### src/rtl/bus_ctrl_pkg.sv
// Shared types and elaboration helpers for the bus word sequencer.
package bus_ctrl_pkg;

    // Sequencer FSM states.
    typedef enum logic [1:0] {
        StIdle = 2'd0,
        StSend = 2'd1,
        StDone = 2'd2
    } state_e;

    // Ceiling log2, usable in parameter expressions.
    function automatic int unsigned clog2(input int unsigned value);
        int unsigned result;
        result = 0;
        while ((32'd1 << result) < value) begin
            result++;
        end
        return result;
    endfunction

    // A bus must split into at least two whole sub-words.
    function automatic bit bus_params_ok(input int unsigned bus_size, input int unsigned word_size);
        return (word_size != 0) && (bus_size % word_size == 0) && (bus_size / word_size >= 2);
    endfunction

endpackage

### src/rtl/bus_word_sequencer_if.sv
// Frame-in / word-out handshake bundle for bus_word_sequencer.
interface bus_word_sequencer_if
    import bus_ctrl_pkg::*;
#(
    parameter int unsigned BUS_SIZE  = 16,
    parameter int unsigned WORD_SIZE = 4,
    localparam int unsigned WORD_NUM = BUS_SIZE / WORD_SIZE,
    localparam int unsigned IDX_W    = clog2(WORD_NUM)
);

    logic                 in_valid;
    logic                 in_ready;
    logic [BUS_SIZE-1:0]  data_in;
    logic                 mode_reverse;
    logic                 skip_zero;
    logic                 word_valid;
    logic                 word_ready;
    logic [WORD_SIZE-1:0] word_out;
    logic [IDX_W-1:0]     word_idx;
    logic                 word_last;
    logic [WORD_NUM-1:0]  control_out;
    logic [BUS_SIZE-1:0]  data_out;
    logic                 frame_done;

    // Producer/consumer side.
    modport master (
        output in_valid, data_in, mode_reverse, skip_zero, word_ready,
        input  in_ready, word_valid, word_out, word_idx, word_last, control_out, data_out,
               frame_done
    );

    // Sequencer side.
    modport slave (
        input  in_valid, data_in, mode_reverse, skip_zero, word_ready,
        output in_ready, word_valid, word_out, word_idx, word_last, control_out, data_out,
               frame_done
    );

endinterface

### src/rtl/word_pick.sv
// Find the next set mask bit from a start index in either direction.
module word_pick
    import bus_ctrl_pkg::*;
#(
    parameter int unsigned WORD_NUM = 4,
    localparam int unsigned IDX_W   = clog2(WORD_NUM)
) (
    input  logic [WORD_NUM-1:0] i_mask,
    input  logic [IDX_W-1:0]    i_start,
    input  logic                i_reverse,
    input  logic                i_inclusive,
    output logic [IDX_W-1:0]    o_next,
    output logic                o_found
);

    logic [WORD_NUM-1:0] w_elig;

    // Mark set positions lying strictly ahead of start (or at start when inclusive).
    always_comb begin
        w_elig = '0;
        for (int p = 0; p < WORD_NUM; p++) begin
            w_elig[p] = i_mask[p] &&
                        ((i_reverse ? (p < int'(i_start)) : (p > int'(i_start))) ||
                         (i_inclusive && (p == int'(i_start))));
        end
    end

    // Pick the eligible position closest to start; later loop hits overwrite earlier ones.
    always_comb begin
        o_next  = '0;
        o_found = 1'b0;
        for (int p = WORD_NUM - 1; p >= 0; p--) begin
            if (!i_reverse && w_elig[p]) begin
                o_next  = IDX_W'(p);
                o_found = 1'b1;
            end
        end
        for (int p = 0; p < WORD_NUM; p++) begin
            if (i_reverse && w_elig[p]) begin
                o_next  = IDX_W'(p);
                o_found = 1'b1;
            end
        end
    end

endmodule

### src/rtl/bus_word_sequencer.sv
// Latches a bus frame and streams its sub-words one per handshake.
module bus_word_sequencer
    import bus_ctrl_pkg::*;
#(
    parameter int unsigned BUS_SIZE  = 16,
    parameter int unsigned WORD_SIZE = 4,
    localparam int unsigned WORD_NUM = BUS_SIZE / WORD_SIZE,
    localparam int unsigned IDX_W    = clog2(WORD_NUM)
) (
    input logic                 clk,
    input logic                 rst_n,
    bus_word_sequencer_if.slave bus
);

    if (!bus_params_ok(BUS_SIZE, WORD_SIZE)) begin : g_param_check
        $error("bus_word_sequencer: BUS_SIZE must be a multiple of WORD_SIZE, >= 2 words");
    end

    state_e               r_state, w_state_next;
    logic [BUS_SIZE-1:0]  r_data, r_dout, w_dout_next;
    logic [WORD_NUM-1:0]  r_ctrl, r_mask, w_in_ctrl, w_in_mask;
    logic                 r_rev;
    logic [IDX_W-1:0]     r_idx, w_first_start, w_first_idx, w_adv_idx;
    logic                 w_first_found, w_adv_found, w_accept, w_advance, w_send;
    logic [WORD_SIZE-1:0] w_word;

    // Decode the incoming frame: non-zero mask, word-reversed bus and first search start.
    always_comb begin
        w_in_ctrl   = '0;
        w_dout_next = '0;
        for (int i = 0; i < WORD_NUM; i++) begin
            w_in_ctrl[i] = |bus.data_in[i*WORD_SIZE +: WORD_SIZE];
            w_dout_next[(WORD_NUM-1-i)*WORD_SIZE +: WORD_SIZE] =
                bus.data_in[i*WORD_SIZE +: WORD_SIZE];
        end
        // Without skipping every index is eligible, so the same search yields +/-1 stepping.
        w_in_mask     = bus.skip_zero ? w_in_ctrl : '1;
        w_first_start = bus.mode_reverse ? IDX_W'(WORD_NUM - 1) : '0;
    end

    word_pick #(
        .WORD_NUM (WORD_NUM)
    ) u_pick_first (
        .i_mask      (w_in_mask),
        .i_start     (w_first_start),
        .i_reverse   (bus.mode_reverse),
        .i_inclusive (1'b1),
        .o_next      (w_first_idx),
        .o_found     (w_first_found)
    );

    // Queried from registered state only, so word_last needs no input path.
    word_pick #(
        .WORD_NUM (WORD_NUM)
    ) u_pick_adv (
        .i_mask      (r_mask),
        .i_start     (r_idx),
        .i_reverse   (r_rev),
        .i_inclusive (1'b0),
        .o_next      (w_adv_idx),
        .o_found     (w_adv_found)
    );

    // Select the latched sub-word at the current index.
    always_comb begin
        w_word = '0;
        for (int i = 0; i < WORD_NUM; i++) begin
            if (r_idx == IDX_W'(i)) begin
                w_word = r_data[i*WORD_SIZE +: WORD_SIZE];
            end
        end
    end

    assign w_send    = (r_state == StSend);
    assign w_accept  = (r_state == StIdle) && bus.in_valid;
    assign w_advance = w_send && bus.word_ready;

    // State register.
    always_ff @(posedge clk or negedge rst_n) begin
        if (!rst_n) begin
            r_state <= StIdle;
        end else begin
            r_state <= w_state_next;
        end
    end

    // Next-state logic.
    always_comb begin
        w_state_next = r_state;
        unique case (r_state)
            StIdle:  if (bus.in_valid) w_state_next = w_first_found ? StSend : StDone;
            StSend:  if (bus.word_ready && !w_adv_found) w_state_next = StDone;
            StDone:  w_state_next = StIdle;
            default: w_state_next = StIdle;
        endcase
    end

    // Frame latch and emit-index register.
    always_ff @(posedge clk or negedge rst_n) begin
        if (!rst_n) begin
            r_data <= '0;
            r_dout <= '0;
            r_ctrl <= '0;
            r_mask <= '0;
            r_rev  <= 1'b0;
            r_idx  <= '0;
        end else if (w_accept) begin
            r_data <= bus.data_in;
            r_dout <= w_dout_next;
            r_ctrl <= w_in_ctrl;
            r_mask <= w_in_mask;
            r_rev  <= bus.mode_reverse;
            r_idx  <= w_first_idx;
        end else if (w_advance && w_adv_found) begin
            r_idx <= w_adv_idx;
        end
    end

    // Output decode from registered state.
    always_comb begin
        bus.in_ready    = (r_state == StIdle);
        bus.word_valid  = w_send;
        bus.word_out    = w_send ? w_word : '0;
        bus.word_idx    = w_send ? r_idx : '0;
        bus.word_last   = w_send && !w_adv_found;
        bus.control_out = r_ctrl;
        bus.data_out    = r_dout;
        bus.frame_done  = (r_state == StDone);
    end

endmodule

### src/flat_wrapper.sv
// flat-port wrapper written by rule: the top's interface ports become plain ports
module bus_word_sequencer_flat import bus_ctrl_pkg::*;
#(
    parameter int unsigned BUS_SIZE  = 16,
    parameter int unsigned WORD_SIZE = 4,
    localparam int unsigned WORD_NUM = BUS_SIZE / WORD_SIZE,
    localparam int unsigned IDX_W    = clog2(WORD_NUM)
)
  (clk, rst_n, bus_in_valid, bus_data_in, bus_mode_reverse, bus_skip_zero, bus_word_ready, bus_in_ready, bus_word_valid, bus_word_out, bus_word_idx, bus_word_last, bus_control_out, bus_data_out, bus_frame_done);
  bus_word_sequencer_if #(.BUS_SIZE(BUS_SIZE), .WORD_SIZE(WORD_SIZE)) bus_i ();
  input logic clk;
  input logic rst_n;
  input wire logic [$bits(bus_i.in_valid)-1:0] bus_in_valid;
  input wire logic [$bits(bus_i.data_in)-1:0] bus_data_in;
  input wire logic [$bits(bus_i.mode_reverse)-1:0] bus_mode_reverse;
  input wire logic [$bits(bus_i.skip_zero)-1:0] bus_skip_zero;
  input wire logic [$bits(bus_i.word_ready)-1:0] bus_word_ready;
  output wire logic [$bits(bus_i.in_ready)-1:0] bus_in_ready;
  output wire logic [$bits(bus_i.word_valid)-1:0] bus_word_valid;
  output wire logic [$bits(bus_i.word_out)-1:0] bus_word_out;
  output wire logic [$bits(bus_i.word_idx)-1:0] bus_word_idx;
  output wire logic [$bits(bus_i.word_last)-1:0] bus_word_last;
  output wire logic [$bits(bus_i.control_out)-1:0] bus_control_out;
  output wire logic [$bits(bus_i.data_out)-1:0] bus_data_out;
  output wire logic [$bits(bus_i.frame_done)-1:0] bus_frame_done;
  assign bus_i.in_valid = bus_in_valid;
  assign bus_i.data_in = bus_data_in;
  assign bus_i.mode_reverse = bus_mode_reverse;
  assign bus_i.skip_zero = bus_skip_zero;
  assign bus_i.word_ready = bus_word_ready;
  assign bus_in_ready = bus_i.in_ready;
  assign bus_word_valid = bus_i.word_valid;
  assign bus_word_out = bus_i.word_out;
  assign bus_word_idx = bus_i.word_idx;
  assign bus_word_last = bus_i.word_last;
  assign bus_control_out = bus_i.control_out;
  assign bus_data_out = bus_i.data_out;
  assign bus_frame_done = bus_i.frame_done;
  bus_word_sequencer #(.BUS_SIZE(BUS_SIZE), .WORD_SIZE(WORD_SIZE)) u_core (.clk(clk), .rst_n(rst_n), .bus(bus_i));
endmodule
### config.mk
export PLATFORM = sky130hd
export DESIGN_NAME = bus_word_sequencer_flat
export DESIGN_NICKNAME = d
export VERILOG_FILES = /design/src/rtl/bus_ctrl_pkg.sv /design/src/rtl/bus_word_sequencer_if.sv /design/src/rtl/word_pick.sv /design/src/rtl/bus_word_sequencer.sv /design/src/flat_wrapper.sv
export SDC_FILE = /design/constraint.sdc
export NUM_CORES = 1
export LEC_CHECK = 0
export BUFFER_PORTS_ARGS = -buffer_cell sky130_fd_sc_hd__buf_2
export CELL_PAD_IN_SITES_DETAIL_PLACEMENT = 1
export CELL_PAD_IN_SITES_GLOBAL_PLACEMENT = 2
export CORE_MARGIN = 4
export CORE_UTILIZATION = 30
export DETAILED_ROUTE_END_ITERATION = 10
export GPL_ROUTABILITY_DRIVEN = 0
export HOLD_SLACK_MARGIN = 0.12
export PLACE_DENSITY = 0.89
export SLEW_MARGIN = 10
export SYNTH_ARGS = -nofsm -noshare
export SYNTH_HDL_FRONTEND = slang
export SYNTH_SLANG_ARGS = --single-unit
### constraint.sdc
create_clock -name clk -period 4.6 [get_ports clk]
set_clock_uncertainty 0.15 [all_clocks]
set_input_delay 0.92 -clock clk [delete_from_list [all_inputs] [get_ports clk]]
set_output_delay 0.92 -clock clk [all_outputs]
set_load 0.01 [all_outputs]
**Word level (Yosys, flattened, before mapping)**

Index checks and enable logic that the tools add are counted.

- Register bits: 45
- Output and inout bits: 30
- Bits of input ports: 22
- Logic and storage cells: 128

- Reductions and logical operators: 45
- Magnitude comparators: 12
- Multiplexer cells: 54
- Equal/unequal tests: 10

Operators by type and width:

| cell | number |
|---|---|
| $mux 2 | 23 |
| $logic_and 1x1->1 | 29 |
| $mux 1 | 24 |
| $mux 4 | 6 |
| $reduce_or 4->1 | 4 |
| $gt 2x2->1 const A | 4 |
| $lt 1x2->1 const A | 4 |
| $eq 2x2->1 const B | 3 |
| $logic_not 2->1 | 3 |
| $eq 2x1->1 const B | 2 |
| $eq 2x2->1 const A | 2 |
| $gt 1x2->1 const A | 2 |
| $logic_or 1x1->1 | 4 |
| $lt 2x2->1 const A | 2 |
| $ne 2x2->1 const B | 2 |
| $pmux 2 s2 | 1 |
| $logic_not 1->1 | 3 |
| $eq 1x2->1 const A | 1 |
| $reduce_and 2->1 | 1 |
| $reduce_bool 2->1 | 1 |

**Depth between registers and ports, before layout**

- Depth in word-level cells: 17
- Mapped depth: 6
- Depth with buffers taken out: 5

**Modules after synthesis**

A second synthesis with hierarchy kept.

- Cells, all modules: 189
- Area, all modules: 1883.1 um^2

By module, submodules not included:

| module | sequential area each (um^2) | times used | area an instance (um^2) | cells each |
|---|---|---|---|---|
| bus_word_sequencer | 725.7 | 1 | 1345.0 | 107 |
| word_pick | 0.0 | 2 | 269.0 | 41 |

**Least setup slack after synthesis**

No wires, ideal clock.

- Path type: reg2out
- Start point: reg u_core.r_idx[0]
- End point: out bus_word_last
- Arrival: 1196 ps
- Path buffers: 1
- Setup slack: 2334 ps
- Cell stages (with the launch flop): 6
- Cells stage by stage: dfrtp_1 buf_2 nor3b_1 o2bb2ai_1 and3_1 and2_1

- Word-level cells in the longest chain between the ends: 14
- Elaborated cells between the ends (all ways): 32

RTL lines:

| what | line | RTL |
|---|---|---|
| start: declaration | bus_word_sequencer.sv:23 | `logic [IDX_W-1:0] r_idx, w_first_start, w_first_idx, w_adv_idx;` |
| start signal: assignment | bus_word_sequencer.sv:113 | `r_idx <= w_first_idx;` |
| start signal: assignment | bus_word_sequencer.sv:115 | `r_idx <= w_adv_idx;` |
| $gt 2x2->1 | word_pick.sv:23 | `((i_reverse ? (p < int'(i_start)) : (p > int'(i_start))) \|\|` |
| $mux 1 | word_pick.sv:23 |  |
| $logic_and 1x1->1 | word_pick.sv:22 | `w_elig[p] = i_mask[p] &&` |
| $logic_and 1x1->1 | word_pick.sv:33 | `if (!i_reverse && w_elig[p]) begin` |
| $mux 1 (4 in a row) | word_pick.sv:33 |  |
| $mux 1 (3 in a row) | word_pick.sv:39 | `if (i_reverse && w_elig[p]) begin` |
| $mux 1 (*) | word_pick.sv:39 |  |
| $logic_not 1->1 (*) | bus_word_sequencer.sv:125 | `bus.word_last = w_send && !w_adv_found;` |
| $logic_and 1x1->1 (*) | bus_word_sequencer.sv:125 |  |
| end: declaration | flat_wrapper.sv:22 | `output wire logic [$bits(bus_i.word_last)-1:0] bus_word_last;` |

Every way passes the cells marked *; elsewhere a longest branch is shown, timed or not.

**Final worst setup path**

- Start point: reg u_core.r_idx[1]
- End point: out bus_word_last

The elaborated chain is that of the path after synthesis.

==> metrics <==
combinational family with the most area after synthesis=simple AND/OR/NAND/NOR gates; worst hold path endpoint=u_core.bus.data_out[6]$_DFFE_PN0P_; proportion of layout cells with a drive suffix above 1=between 30 and 40%; area share of and/or/nand/nor cells after synthesis=a little under a third; relative max-transition margin=49.07%; Critical Path Start Type=flip-flop; clock latency on the worst-skew pair=0.28 ns; overflow left after global routing=0; Die W=slightly below 80 um; Total Routing Usage GR=15.30%; wire length of the first global-routing pass=between 7 and 8 mm; Max Fanout on Critical Path=13; fraction of synthesized cell area in xor and xnor cells=0%; leakage power figure=0.8891 nW; number of buffers created by CTS=5; routed via count=about 1,400; initial core utilization=30.89%; nets in the synthesized netlist=182; maximum buffer depth of the clock tree=2; Tmin final=2.958 ns; critical path class=flip-flop to output pin; fraction of the mapped netlist area in adder cells=0%; antenna violations before repair=0; number of nets in the final layout=234; Max IR drop VDD=0.1859 mV; Syn Inst Count=160; pin count of the biggest net entering global routing=30; TritonCTS clock tree=built; Total Negative Setup Slacks=0 ns; number of top-level pins=52; total of warnings raised by yosys=0; iteration-0 DRC count of the detailed router=81; compound-gate portion of the synthesized area=a little under an eighth; TritonCTS sink count=29; CTS Hold Buffers Added=0; maximum frequency from static timing analysis=338.0 MHz; number of optimization iterations in the first detailed-route pass=4; Clock H-tree levels=2; root buffer cell=sky130_fd_sc_hd__clkbuf_8; sequential-to-total area share from yosys stat=49.74%; post-route fraction of the period consumed by the critical path=64.31%; antenna cell count=0; synthesis-stage register bit count=29; Gates resized, CTS repair=0; cell depth of the worst min-delay path=2; data required time at the worst endpoint=between 3 and 4 ns; Routed Antenna Nets=0; Avg Synthesized Cell Area=9.118 sq um; worst reg2reg path endpoint=u_core.r_idx[0]$_DFFE_PN0P_; number of I/O port buffers=just over 50; Data arrival, critical path=about 1.9 ns; number of max-cap violations=0; Critical Path Sink Type=output pin; reg-to-reg setup timing slack=2.64 ns; Hold Startpoint=u_core.bus.data_out[6]$_DFFE_PN0P_; final wirelength=4.224 mm; Die Y=77.74 um; detail-routed net length per standard cell=15.09 um; Final Setup Violations=0; Crit Reg-Reg Startpoint=u_core.r_state[0]$_DFFE_PN0P_; multiplexer fraction of the synthesized cell area=approximately 6.2%; Via-to-Cell Ratio=4.875; Distinct cells, synth=28; Hold Vio Cnt, Final=0; number of DRC violations after detailed routing=0; Die Footprint=about 0.0060 sq mm; clock transition at the registers of the reported paths=0.06 ns; most common library cell in the layout ignoring fill and taps=sky130_fd_sc_hd__nand2_1; Least-Margin Pin Slew=0.7623 ns; result of the run=completed; post-DP HPWL=3.231 mm; count of final max-slew check failures=0; Core ar.=0.004723 sq mm; commonest cells after routing, fill and taps aside=sky130_fd_sc_hd__nand2_1, sky130_fd_sc_hd__buf_2, sky130_fd_sc_hd__dfrtp_1; synthesis-to-finish area growth=28.73%; number of global-route vias before repair=1,439; post-layout util=39.76%; post-CTS setup buffers=0; setup repair after global routing missed its margin=no; Power Dens Cells=roughly 700 mW/mm^2; Reg2Reg Depth=5; Core Rows=25; Netlist Area Pre-Place=0.001459 sq mm; type of the tightest min-delay check=flip-flop to flip-flop
==> worst max path at each step <==
stage	endpoint	start
5_1_grt	bus_word_last	u_core.r_idx[0]$_DFFE_PN0P_
2_1_floorplan	bus_word_last	u_core.r_idx[0]$_DFFE_PN0P_
3_5_place_dp	bus_word_last	u_core.r_idx[1]$_DFFE_PN0P_
3_3_place_gp	bus_word_last	u_core.r_idx[1]$_DFFE_PN0P_
6_report	bus_word_last	u_core.r_idx[1]$_DFFE_PN0P_
4_1_cts	bus_word_last	u_core.r_idx[1]$_DFFE_PN0P_
==> cells in the mapped netlist (all sizes together) <==
master	instances	area share (%)
nand2	56	14
dfrtp	29	50
nor2	11	2.8
a31oi	9	3.9
a21oi	8	2.7
and2	7	3.0
clkbuf	5	1.3
mux4	4	6.2
nor4	4	2.6
o21ai	4	1.4
nand3	3	1.0
nor3b	3	2.3
a21boi	2	1.0
buf	2	0.69
nor2b	2	0.86
o2bb2ai	2	1.2
and3	1	0.43
inv	1	0.26
nand2b	1	0.43
nand3b	1	0.51
nand4	1	0.43
nor3	1	0.69
o221a	1	0.77
o221ai	1	0.60
or4	1	0.77
==> through the flow <==
stage                     instance area (sq um)  instances  hold slack [ns]  setup slack [ns]  power (W)
after floorplan                            1459        160           0.3501             2.335  0.0008401
after CTS                                  1878        280           0.3516             1.624   0.001320
after global routing                       1878        280           0.3827             1.474   0.001411
after detailed placement                   1777        272           0.3355             2.007   0.001080
after global placement                     1777        272           0.3301             2.004   0.001070
final                                      1878        280           0.3463             1.642   0.001294
==> logic make-up after synthesis <==
| kind of cell | Yosys count |
|---|---|
| multiplexers | 4 |
| flip-flops | 29 |
| buffers and inverters | 8 |
| AND/OR/NAND/NOR | 92 |
| AO/OA/AOI/OAI | 27 |
==> sequential cells by signal (all words and copies together) (netlist names) <==
signal,cells
u_core.bus.control_out,4
u_core.bus.data_out,15
u_core.r_data,1
u_core.r_idx,2
u_core.r_mask,4
u_core.r_rev,1
u_core.r_state,2
==> report_power, final <==
part / switching, W / total, W / internal (W)
logic: 0.000310 / 0.000581 / 0.000271
clock network: 0.0000983 / 0.000233 / 0.000135
registers: 0.000122 / 0.000479 / 0.000357
==> layout make-up <==
| class | count | area, sq um |
|---|---|---|
| fillers | 571 | 2845 |
| clock inverters | 1 | 5.005 |
| well taps | 67 | 83.83 |
| clock buffers | 7 | 96.34 |
| flip-flops and latches | 29 | 725.7 |
| multi-input cells | 123 | 700.7 |
| repair buffers | 52 | 262.8 |
| inverters | 1 | 3.754 |
==> per-layer routing <==
metal	up-vias	share of wire [%]	track usage [%]
met5	-	0	0
met4	0	1.9	7.117
met3	10	5.2	4.176
met2	35	48	24.49
met1	665	44	19.10
li1	655	-	-
==> worst max-delay path, cell delays in order (launching register included) <==
cell	delay, ns
sky130_fd_sc_hd__dfrtp_1	0.56
sky130_fd_sc_hd__nor3b_1	0.41
sky130_fd_sc_hd__o2bb2ai_1	0.14
sky130_fd_sc_hd__and3_1	0.20
sky130_fd_sc_hd__and2_1	0.16
sky130_fd_sc_hd__buf_2	0.13
(Power assumes the default switching activity.)
